File: src/rtl/mem_arbiter.sv
// mem_arbiter: shares one single-port synchronous memory between two
// req/ack masters. Each granted transfer becomes a single strobe cycle
// (ISSUE) followed by a single completion cycle (RESP); ties go round-robin.
module mem_arbiter #(
  parameter int AW = 32,
  parameter int DW = 32
) (
  input  logic              clk,
  input  logic              resetn,

  input  logic              m0_req,
  input  logic [AW-1:0]     m0_addr,
  input  logic [DW-1:0]     m0_wdata,
  input  logic [DW/8-1:0]   m0_wmask,
  output logic              m0_ack,
  output logic [DW-1:0]     m0_rdata,

  input  logic              m1_req,
  input  logic [AW-1:0]     m1_addr,
  input  logic [DW-1:0]     m1_wdata,
  input  logic [DW/8-1:0]   m1_wmask,
  output logic              m1_ack,
  output logic [DW-1:0]     m1_rdata,

  output logic [AW-1:0]     mem_addr,
  output logic              mem_rstrb,
  output logic [DW-1:0]     mem_wdata,
  output logic [DW/8-1:0]   mem_wmask,
  input  logic [DW-1:0]     mem_rdata,

  output logic [1:0]        gnt
);

  typedef enum logic [1:0] {
    IDLE  = 2'd0,
    ISSUE = 2'd1,
    RESP  = 2'd2
  } state_t;

  state_t state_q, state_d;
  logic   owner_q, owner_d;
  logic   last_q, last_d;

  logic   elig0, elig1;
  logic   grant_valid;
  logic   winner;

  logic [AW-1:0]   cur_addr;
  logic [DW-1:0]   cur_wdata;
  logic [DW/8-1:0] cur_wmask;

  // State, owner and last-served registers; last resets to 1 so master 0 wins the first tie
  always_ff @(posedge clk or negedge resetn) begin
    if (!resetn) begin
      state_q <= IDLE;
      owner_q <= 1'b0;
      last_q  <= 1'b1;
    end else begin
      state_q <= state_d;
      owner_q <= owner_d;
      last_q  <= last_d;
    end
  end

  // Arbitration and next-state: the owner's still-high req is masked during RESP
  always_comb begin
    state_d     = state_q;
    owner_d     = owner_q;
    last_d      = last_q;
    elig0       = 1'b0;
    elig1       = 1'b0;
    grant_valid = 1'b0;
    winner      = 1'b0;

    case (state_q)
      IDLE: begin
        elig0 = m0_req;
        elig1 = m1_req;
      end
      ISSUE: begin
        state_d = RESP;
      end
      RESP: begin
        last_d = owner_q;
        elig0  = m0_req & owner_q;
        elig1  = m1_req & ~owner_q;
      end
      default: begin
        state_d = IDLE;
      end
    endcase

    if (elig0 && elig1) begin
      grant_valid = 1'b1;
      winner      = ~last_q;
    end else if (elig0) begin
      grant_valid = 1'b1;
      winner      = 1'b0;
    end else if (elig1) begin
      grant_valid = 1'b1;
      winner      = 1'b1;
    end

    if (state_q == IDLE || state_q == RESP) begin
      if (grant_valid) begin
        owner_d = winner;
        state_d = ISSUE;
      end else begin
        state_d = IDLE;
      end
    end
  end

  // Request fields of the current owner, steered onto the memory port during ISSUE
  always_comb begin
    cur_addr  = owner_q ? m1_addr  : m0_addr;
    cur_wdata = owner_q ? m1_wdata : m0_wdata;
    cur_wmask = owner_q ? m1_wmask : m0_wmask;
  end

  // Output decode: memory strobes only in ISSUE, ack and read data only in RESP
  always_comb begin
    mem_addr  = '0;
    mem_wdata = '0;
    mem_wmask = '0;
    mem_rstrb = 1'b0;
    m0_ack    = 1'b0;
    m1_ack    = 1'b0;
    m0_rdata  = '0;
    m1_rdata  = '0;
    gnt       = 2'b00;

    case (state_q)
      ISSUE: begin
        mem_addr  = cur_addr;
        mem_wdata = cur_wdata;
        mem_wmask = cur_wmask;
        mem_rstrb = (cur_wmask == '0);
        gnt       = {owner_q, ~owner_q};
      end
      RESP: begin
        gnt = {owner_q, ~owner_q};
        if (owner_q) begin
          m1_ack   = 1'b1;
          m1_rdata = mem_rdata;
        end else begin
          m0_ack   = 1'b1;
          m0_rdata = mem_rdata;
        end
      end
      default: begin
      end
    endcase
  end

endmodule

File: config.mk
export PLATFORM = sky130hd
export DESIGN_NAME = mem_arbiter
export DESIGN_NICKNAME = d
export VERILOG_FILES = /design/src/rtl/mem_arbiter.sv
export SDC_FILE = /design/constraint.sdc
export NUM_CORES = 1
export LEC_CHECK = 0
export ABC_AREA = 1
export BUFFER_PORTS_ARGS = -buffer_cell sky130_fd_sc_hd__buf_2
export CAP_MARGIN = 10
export CORE_AREA = 2 2 119 121
export CTS_BUF_LIST = sky130_fd_sc_hd__clkbuf_8
export DETAILED_ROUTE_END_ITERATION = 8
export DIE_AREA = 0 0 121 123
export HOLD_SLACK_MARGIN = 0.05
export MAX_ROUTING_LAYER = met4
export REMOVE_ABC_BUFFERS = 1
export SYNTH_ARGS = -nofsm -noshare
export SYNTH_HDL_FRONTEND = slang
export SYNTH_SLANG_ARGS = --single-unit
File: constraint.sdc
create_clock -name clk -period 1.4 [get_ports clk]
set_input_delay 0.07 -clock clk [delete_from_list [all_inputs] [get_ports clk]]
set_output_delay 0.07 -clock clk [all_outputs]
set_load 0.01 [all_outputs]
==> results of run 1 <==
## layout make-up
cell class / count / area, µm²
fillers: 1542 / 9550
repair buffers: 337 / 2110
clock inverters: 1 / 3.75
diodes: 1 / 2.50
flip-flops and latches: 4 / 103
well taps: 180 / 225
inverters: 46 / 180
clock buffers: 3 / 41.3
multi-input cells: 292 / 1400
## layer usage
layer  vias to the layer above  global-route usage (%)  wire length (µm)
li1                       1745                       -                 -
met2                       220                    26.5              6090
met5                         -                       -                 0
met3                        11                    1.80              1040
met1                      1536                    17.5              5140
met4                         0                    2.03               109
## through the flow
stage               cells  hold slack (ns)  utilization (%)  power (µW)
floorplan             342           -0.226                -        2730
global placement      841           -0.117             25.3        5260
detailed placement    841           -0.114             25.3        5250
CTS                   858           0.0717             28.3        6780
global route          864            0.116             29.9        8040
finish                864           0.0743             29.9        7380
## logic make-up after synthesis
kind of cell,Yosys count
flip-flops,4
AND/OR/NAND/NOR,220
buffers and inverters,74
adder cells (fa/ha/maj),4
AO/OA/AOI/OAI,68
## sequential cells by signal (all words and copies together), names as in the netlist
| name | count |
|---|---|
| last_q | 1 |
| owner_q | 1 |
| state_q | 2 |
## power by group
part	internal [µW]	leakage [µW]	switching [µW]
registers	188	0.0000464	68.5
clock network	188	0.0000269	68.8
logic	3120	0.00253	3740
total	3500	0.00260	3880
## synth_stat cells
cell / number / share of area [%]
nand2_1: 16 / 3.6
a21boi_0: 1 / 0.45
buf_2: 9 / 2.7
nand3_1: 3 / 0.89
o21ai_1: 1 / 0.30
ha_1: 4 / 3.0
inv_1: 45 / 10
clkbuf_1: 9 / 2.0
buf_6: 8 / 5.4
nand2_2: 1 / 0.37
o21ai_0: 66 / 20
inv_2: 1 / 0.22
nor2_1: 200 / 45
clkbuf_2: 2 / 0.60
dfrtp_1: 3 / 4.5
dfstp_2: 1 / 1.6
## worst min-delay path, delay by kind of cell
family / cells / cell delay [ns]
buf+inv: 1 / 0.08
simple gates: 2 / 0.11
## repair_timing
| action | in CTS | in global routing |
|---|---|---|
| pin swaps | 4 | 14 |
| hold buffers | 1 | 0 |
| endpoints found under the setup margin | 134 | 137 |
| buffers inserted | 6 | 1 |
| hold endpoints to repair | 4 | 0 |
| gates resized for setup | 66 | 32 |
| gates cloned | 6 | 4 |
## worst max path at each step
stage,startpoint,end,slack (ns)
after global routing,state_q[0]$_DFF_PN0_,mem_wdata[12],-0.26
after floorplan,owner_q$_DFFE_PN0P_,owner_q$_DFFE_PN0P_,-1.34
after global placement,state_q[1]$_DFF_PN0_,mem_wdata[27],-0.05
final,state_q[0]$_DFF_PN0_,mem_wdata[1],-0.18
after detailed placement,state_q[1]$_DFF_PN0_,mem_wdata[27],-0.07
after CTS,state_q[0]$_DFF_PN0_,mem_addr[10],-0.16
==> results.py, run 1 <==
metrics = {
    "power": {
        "static-leakage-power_uw": 0.00260,
        "max-vdd-ir-drop_v": 0.000738,
        "power.density_cell_area_nw_per_um2": 1820,
    },
    "final_layout": {
        "most_common_cell_after_layout_fill_and_taps_aside": "buf_2",
        "drive_above_1_share_pct": 55.8,
        "synthToLayoutAreaGrowth_pct": 142,
        "count_of_nets_after_finishing": 860,
        "final_cell_mix": "304 x buf_2, 194 x nor2_1, 44 x inv_1, 29 x o21ai_0, 25 x o21ai_2",
        "finish.instance_area_um2": 4060,
    },
    "clocking": {
        "clk_pin_slew_ns": 0.03,
        "cts_max_path_buffers": 2,
        "cts.sinks": 4,
        "master_cell_of_the_clock_root_buffer": "clkbuf_8",
        "clock_insertion_delay_worst_skew_ns": 0.22,
        "htree_num_levels": 1,
        "tritoncts": "built",
        "tritoncts.num_buffers": 3,
    },
    "logic_synthesis": {
        "synthXorXnorAreaFrac_pct": 0,
        "synthMuxAreaShare_pct": 0,
        "post_synth_fa_ha_maj_area_fraction_pct": 2.98,
        "yosys_reg_bits": 4,
        "synth.yosys.seq_area_share_pct": 6.04,
        "synth_compound_area_share_pct": 20.4,
        "ys.warnings.count": 0,
        "syn_inst": 370,
        "syn_area_per_cell_um2": 4.53,
        "synth_area_um2": 1680,
        "yosys.area_share.simple_pct": 49.6,
        "synth_top_family_by_area": "simple AND/OR/NAND/NOR gates",
        "synth_cell_types": 16,
    },
    "detailed_routing": {
        "detail_route.wirelength_um": 12400,
        "drt-wirelength-per-cell_um": 14.3,
        "drc_errors": 0,
        "detail_route.vias_per_cell": 4.06,
        "antenna_violating_nets_post_route": 0,
        "pre_antenna_drt_iters": 4,
        "dr_total_vias": 3512,
        "drt_iter0_drc": 79,
    },
    "placement": {
        "placement.cell_area_um2": 3440,
        "globalplace.congestion": 0.782,
        "placement.io_buffers": 308,
        "post-place-ws_ns": -0.0665,
        "dp.final_hpwl_um": 9390,
    },
    "setup_path": {
        "slowest_stage": "dfrtp_1",
        "critPathMaxFanout": 5,
        "critPathArrivalTime_ns": 1.51,
        "timing.rr.end": "owner_q$_DFFE_PN0P_",
        "timing.reg2reg.setup_slack_ns": 0.19,
        "setup.worst_path.end_class": "primary output",
        "path_class": "reg2out",
        "cp.buffers_inverters": 4,
        "worstReg2RegStart": "state_q[0]$_DFF_PN0_",
        "worst-path-stages": 7,
        "worst_setup_path_start_kind": "register",
        "cell_breakdown_of_the_critical_path": "buf_6 > ha_4 > buf_12 > clkbuf_16 > o21ai_1 > nor2_1 > buf_2",
        "cp.required_ns": 1.33,
        "worst_r2r_path_depth": 7,
        "critPathTopFamily": "buffers and inverters",
        "worst_path_largest_cell_delay_ns": 0.37,
    },
    "sta": {
        "finalHoldViolCount": 0,
        "tightest_slew_ns": 0.295,
        "tns_ns": -14.39,
        "rsz0062_at_grt": "yes",
        "setup_viol": 133,
        "worst_slew_margin_rel_pct": 80.1,
        "period_share_pct": 113,
        "clock_skew_ns": 0.00394,
        "worst_slack_ns": -0.177,
        "fin_crit_ns": 1.58,
        "drv_slew": 0,
        "timing.fmax_mhz": 634,
    },
    "global_route": {
        "wire_length_of_the_first_global_routing_pass_um": 16200,
        "grt_max_degree": 44,
        "first_global_vias": 2990,
        "grt_overflow_total": 0,
        "overall_global_routing_usage_pct": 14.5,
        "number_of_antenna_violations_at_the_first_check_in_global_routing": 3,
    },
    "floorplanning": {
        "die_width_um": 121,
        "core_um2": 13600,
        "io_pins": 309,
        "core.rowCount": 43,
        "die_area_um2": 14900,
        "die_height_um": 123,
        "start_util_pct": 12.3,
    },
    "outcome": {
        "status": "complete, but fails checks",
        "failed_checks": "negative setup slack",
    },
    "worst_hold_path": {
        "min_delay_path_depth": 3,
        "hold_path.class": "in2reg",
        "min_from": "m1_req",
        "min_to": "state_q[0]$_DFF_PN0_",
    },
    "run": {
        "drv.max_cap_violation_count": 0,
    },
}
Power figures use the tool's default switching activity.
==> inputs of run 2 (changes only) <==
--- a/config.mk
+++ b/config.mk
@@ -5,7 +5,6 @@
 export SDC_FILE = /design/constraint.sdc
 export NUM_CORES = 1
 export LEC_CHECK = 0
-export ABC_AREA = 1
 export BUFFER_PORTS_ARGS = -buffer_cell sky130_fd_sc_hd__buf_2
 export CAP_MARGIN = 10
 export CORE_AREA = 2 2 119 121
==> run 2 against run 1 <==
Compared with the run above:
- the run still ends with negative setup slack left
- sequential power is 12% higher
- worst hold slack better by 0.019 ns
- clock power is 2% lower
- non-clock buffer count is 2 lower
- setup slack better by 0.0038 ns
- die area stayed put
- routed wire length is 7.9% lower
- global-route usage is 0.61 points lower
- utilization is 2.2 points higher
- clock-buffer cell count stayed put
- synthesized cell count is 31% lower
- highest routed layer unchanged
==> results.py, run 2 <==
metrics = {
    "logic_synthesis": {
        "async_reset_ff_share_pct": 100,
        "ys_dominant_reg_cell": "dfrtp_1",
        "ys.warnings.count": 0,
        "synth_cell_types": 22,
        "synth_commonest_cells": "69 x mux2i_1, 69 x nor2b_1, 34 x and2_1",
        "synth_top_area_cell": "mux2i_1",
        "synth_edf_count": 0,
        "netlist_top_cells_area": "mux2i_1 35%, nor2b_1 22%, and2_1 11%",
        "yosys_reg_bits": 4,
        "syn_area_per_cell_um2": 7.71,
        "synth_area_um2": 1970,
        "synth.yosys.seq_area_share_pct": 5.15,
        "syn_inst": 255,
        "post-synth-top-area-fraction_pct": 35.1,
    },
    "setup_path": {
        "critPathMaxFanout": 52,
        "worst_path_largest_cell_delay_ns": 0.54,
        "cp.required_ns": 1.33,
        "timing.rr.end": "owner_q$_DFFE_PN0P_",
        "critPathTopFamily": "flip-flops",
        "setup.worst_path.end_class": "primary output",
        "slowest_stage": "dfrtp_4",
        "cell_breakdown_of_the_critical_path": "buf_12 > nand2b_1 > o22ai_1 > buf_2",
        "cp.buffers_inverters": 2,
        "worst_setup_path_start_kind": "register",
        "timing.reg2reg.setup_slack_ns": 0.10,
        "path_class": "reg2out",
        "worst_r2r_path_depth": 5,
        "worstReg2RegStart": "state_q[1]$_DFF_PN0_",
        "critPathArrivalTime_ns": 1.50,
    },
    "final_layout": {
        "count_of_nets_after_finishing": 746,
        "largest_reg_flops": 2,
        "reg.largest.list": "state_q (2), last_q (1), owner_q (1)",
        "nFillCells": 1481,
        "final_cell_mix": "291 x buf_2, 60 x mux2i_1, 57 x nor2b_1, 31 x and3_1, 24 x and2_1",
        "most_common_cell_after_layout_fill_and_taps_aside": "buf_2",
        "drive_above_1_share_pct": 66.4,
        "synthToLayoutAreaGrowth_pct": 122,
        "registers.top_by_ff_count": "state_q",
    },
    "sta": {
        "worst_slack_ns": -0.173,
        "hold-worst-slack_ns": 0.0938,
        "tightest_slew_ns": 0.238,
        "drv_slew": 0,
        "worst_slew_margin_rel_pct": 83.7,
        "timing.fmax_mhz": 636,
        "setup_viol": 133,
        "rsz0062_at_grt": "yes",
        "clock_skew_ns": 0.00816,
        "finalHoldViolCount": 0,
        "period_share_pct": 112,
        "fin_crit_ns": 1.57,
    },
    "global_route": {
        "overall_global_routing_usage_pct": 13.9,
        "grt_overflow_total": 0,
        "grt_max_degree": 53,
        "number_of_antenna_violations_at_the_first_check_in_global_routing": 5,
        "wire_length_of_the_first_global_routing_pass_um": 15200,
        "first_global_vias": 2594,
    },
    "detailed_routing": {
        "drt_iter0_drc": 52,
        "detail_route.wirelength_um": 11400,
        "antenna_violating_nets_post_route": 0,
        "pre_antenna_drt_iters": 4,
        "drt-wirelength-per-cell_um": 15.2,
        "dr_total_vias": 2961,
        "drc_errors": 0,
        "detail_route.vias_per_cell": 3.93,
    },
    "power": {
        "switching_share_pct": 44.4,
        "static-leakage-power_uw": 0.00265,
        "power.net_switching_uw": 3350,
        "internal-power_uw": 4190,
        "max-vdd-ir-drop_v": 0.000854,
        "power_frac_comb_pct": 92.9,
        "p_seq_share_pct": 3.8,
        "power.density_cell_area_nw_per_um2": 1730,
        "clock_power_share_pct": 3.3,
    },
    "placement": {
        "globalplace.congestion": 0.725,
        "placement.io_buffers": 308,
        "post-place-ws_ns": 0.00948,
        "dp.final_hpwl_um": 9090,
    },
    "clocking": {
        "cts_max_path_buffers": 2,
        "htree_num_levels": 1,
        "cts.sinks": 4,
        "tritoncts": "built",
        "clk_pin_slew_ns": 0.04,
        "master_cell_of_the_clock_root_buffer": "clkbuf_8",
        "tritoncts.num_buffers": 3,
        "clock_insertion_delay_worst_skew_ns": 0.22,
    },
    "floorplanning": {
        "die_area_um2": 14900,
        "core.rowCount": 43,
        "start_util_pct": 14.4,
        "core_um2": 13600,
        "die_width_um": 121,
        "die_height_um": 123,
        "io_pins": 309,
    },
    "worst_hold_path": {
        "hold_path.class": "in2reg",
        "min_delay_path_depth": 2,
        "min_from": "m0_req",
        "min_to": "owner_q$_DFFE_PN0P_",
    },
    "outcome": {
        "status": "complete, but fails checks",
        "failed_checks": "negative setup slack",
    },
    "run": {
        "drv.max_cap_violation_count": 0,
    },
}
==> run 2: routing by layer <==
metal / GRT usage (%) / wire length [µm] / up-vias
met5: - / 0 / -
met1: 14.7 / 4190 / 1276
li1: - / - / 1493
met2: 27.1 / 6070 / 185
met3: 3.32 / 1100 / 7
met4: 1.31 / 55 / 0
==> run 2: cell families (layout without fill, tap and decap cells) <==
| group | count (synthesis) | in the layout | share of synthesized area, % |
|---|---|---|---|
| and+or+nand+nor | 141 | 142 | 45.3 |
| other | 0 | 4 | 0 |
| DFF | 4 | 4 | 5.15 |
| adders and majority gates | 4 | 4 | 2.54 |
| buffers and inverters | 30 | 343 | 9.61 |
| muxes | 69 | 69 | 35.1 |
| AOI/OAI and AO/OA | 7 | 7 | 2.29 |
==> run 2: timing repair <==
| item | 4_1_cts | 5_1_grt |
|---|---|---|
| buffers inserted | 9 | 3 |
| hold buffers | 1 | 0 |
| cloned | 6 | 1 |
| endpoints found under the hold margin | 4 | 0 |
| endpoints found under the setup margin | 134 | 137 |
| resized for setup | 37 | 43 |
| pin swaps | 1 | 7 |
==> run 2: per-stage QoR <==
step | setup TNS [ns] | utilization (%) | cell area, µm² | std cells | power (µW)
final | -15.16 | 32.0 | 4360 | 753 | 7540
after detailed placement | 0 | 27.2 | 3700 | 728 | 5530
after CTS | -15.31 | 30.3 | 4120 | 747 | 7120
after global routing | -23.03 | 32.0 | 4360 | 753 | 8100
after floorplan | -271.51 | - | 1790 | 229 | 2760
after global placement | 0 | 27.2 | 3700 | 728 | 5500
==> run 2: worst max-delay path by stage <==
| stage | to | slack (ns) | start | cells after the start |
|---|---|---|---|---|
| after floorplan | m0_rdata[0] | -2.13 | owner_q$_DFFE_PN0P_ | 2 |
| after global placement | mem_wdata[14] | 0.03 | state_q[1]$_DFF_PN0_ | 5 |
| after detailed placement | m0_rdata[31] | 0.009 | state_q[0]$_DFF_PN0_ | 6 |
| after CTS | mem_rstrb | -0.15 | owner_q$_DFFE_PN0P_ | 4 |
| after global routing | mem_addr[20] | -0.22 | state_q[1]$_DFF_PN0_ | 5 |
| final | mem_rstrb | -0.17 | owner_q$_DFFE_PN0P_ | 4 |
==> run 2: power groups by stage <==
stage                     Clock, µW  Combinational (µW)  Sequential, µW
after floorplan                   0                2310             448
after global placement            0                5220             281
after detailed placement          0                5250             283
after CTS                       257                6570             287
after global routing            275                7530             299
final                           251                7000             286
==> run 2: area by class of cell <==
cell class	instances	area, µm²	share of cell area (%)
flip-flops and latches	4	105	2.41
inverters	4	15.0	0.344
clock inverters	1	3.75	0.0861
multi-input cells	222	1880	43.1
clock buffers	3	41.3	0.947
repair buffers	335	2080	47.7
diodes	4	10.0	0.229
well taps	180	225	5.16
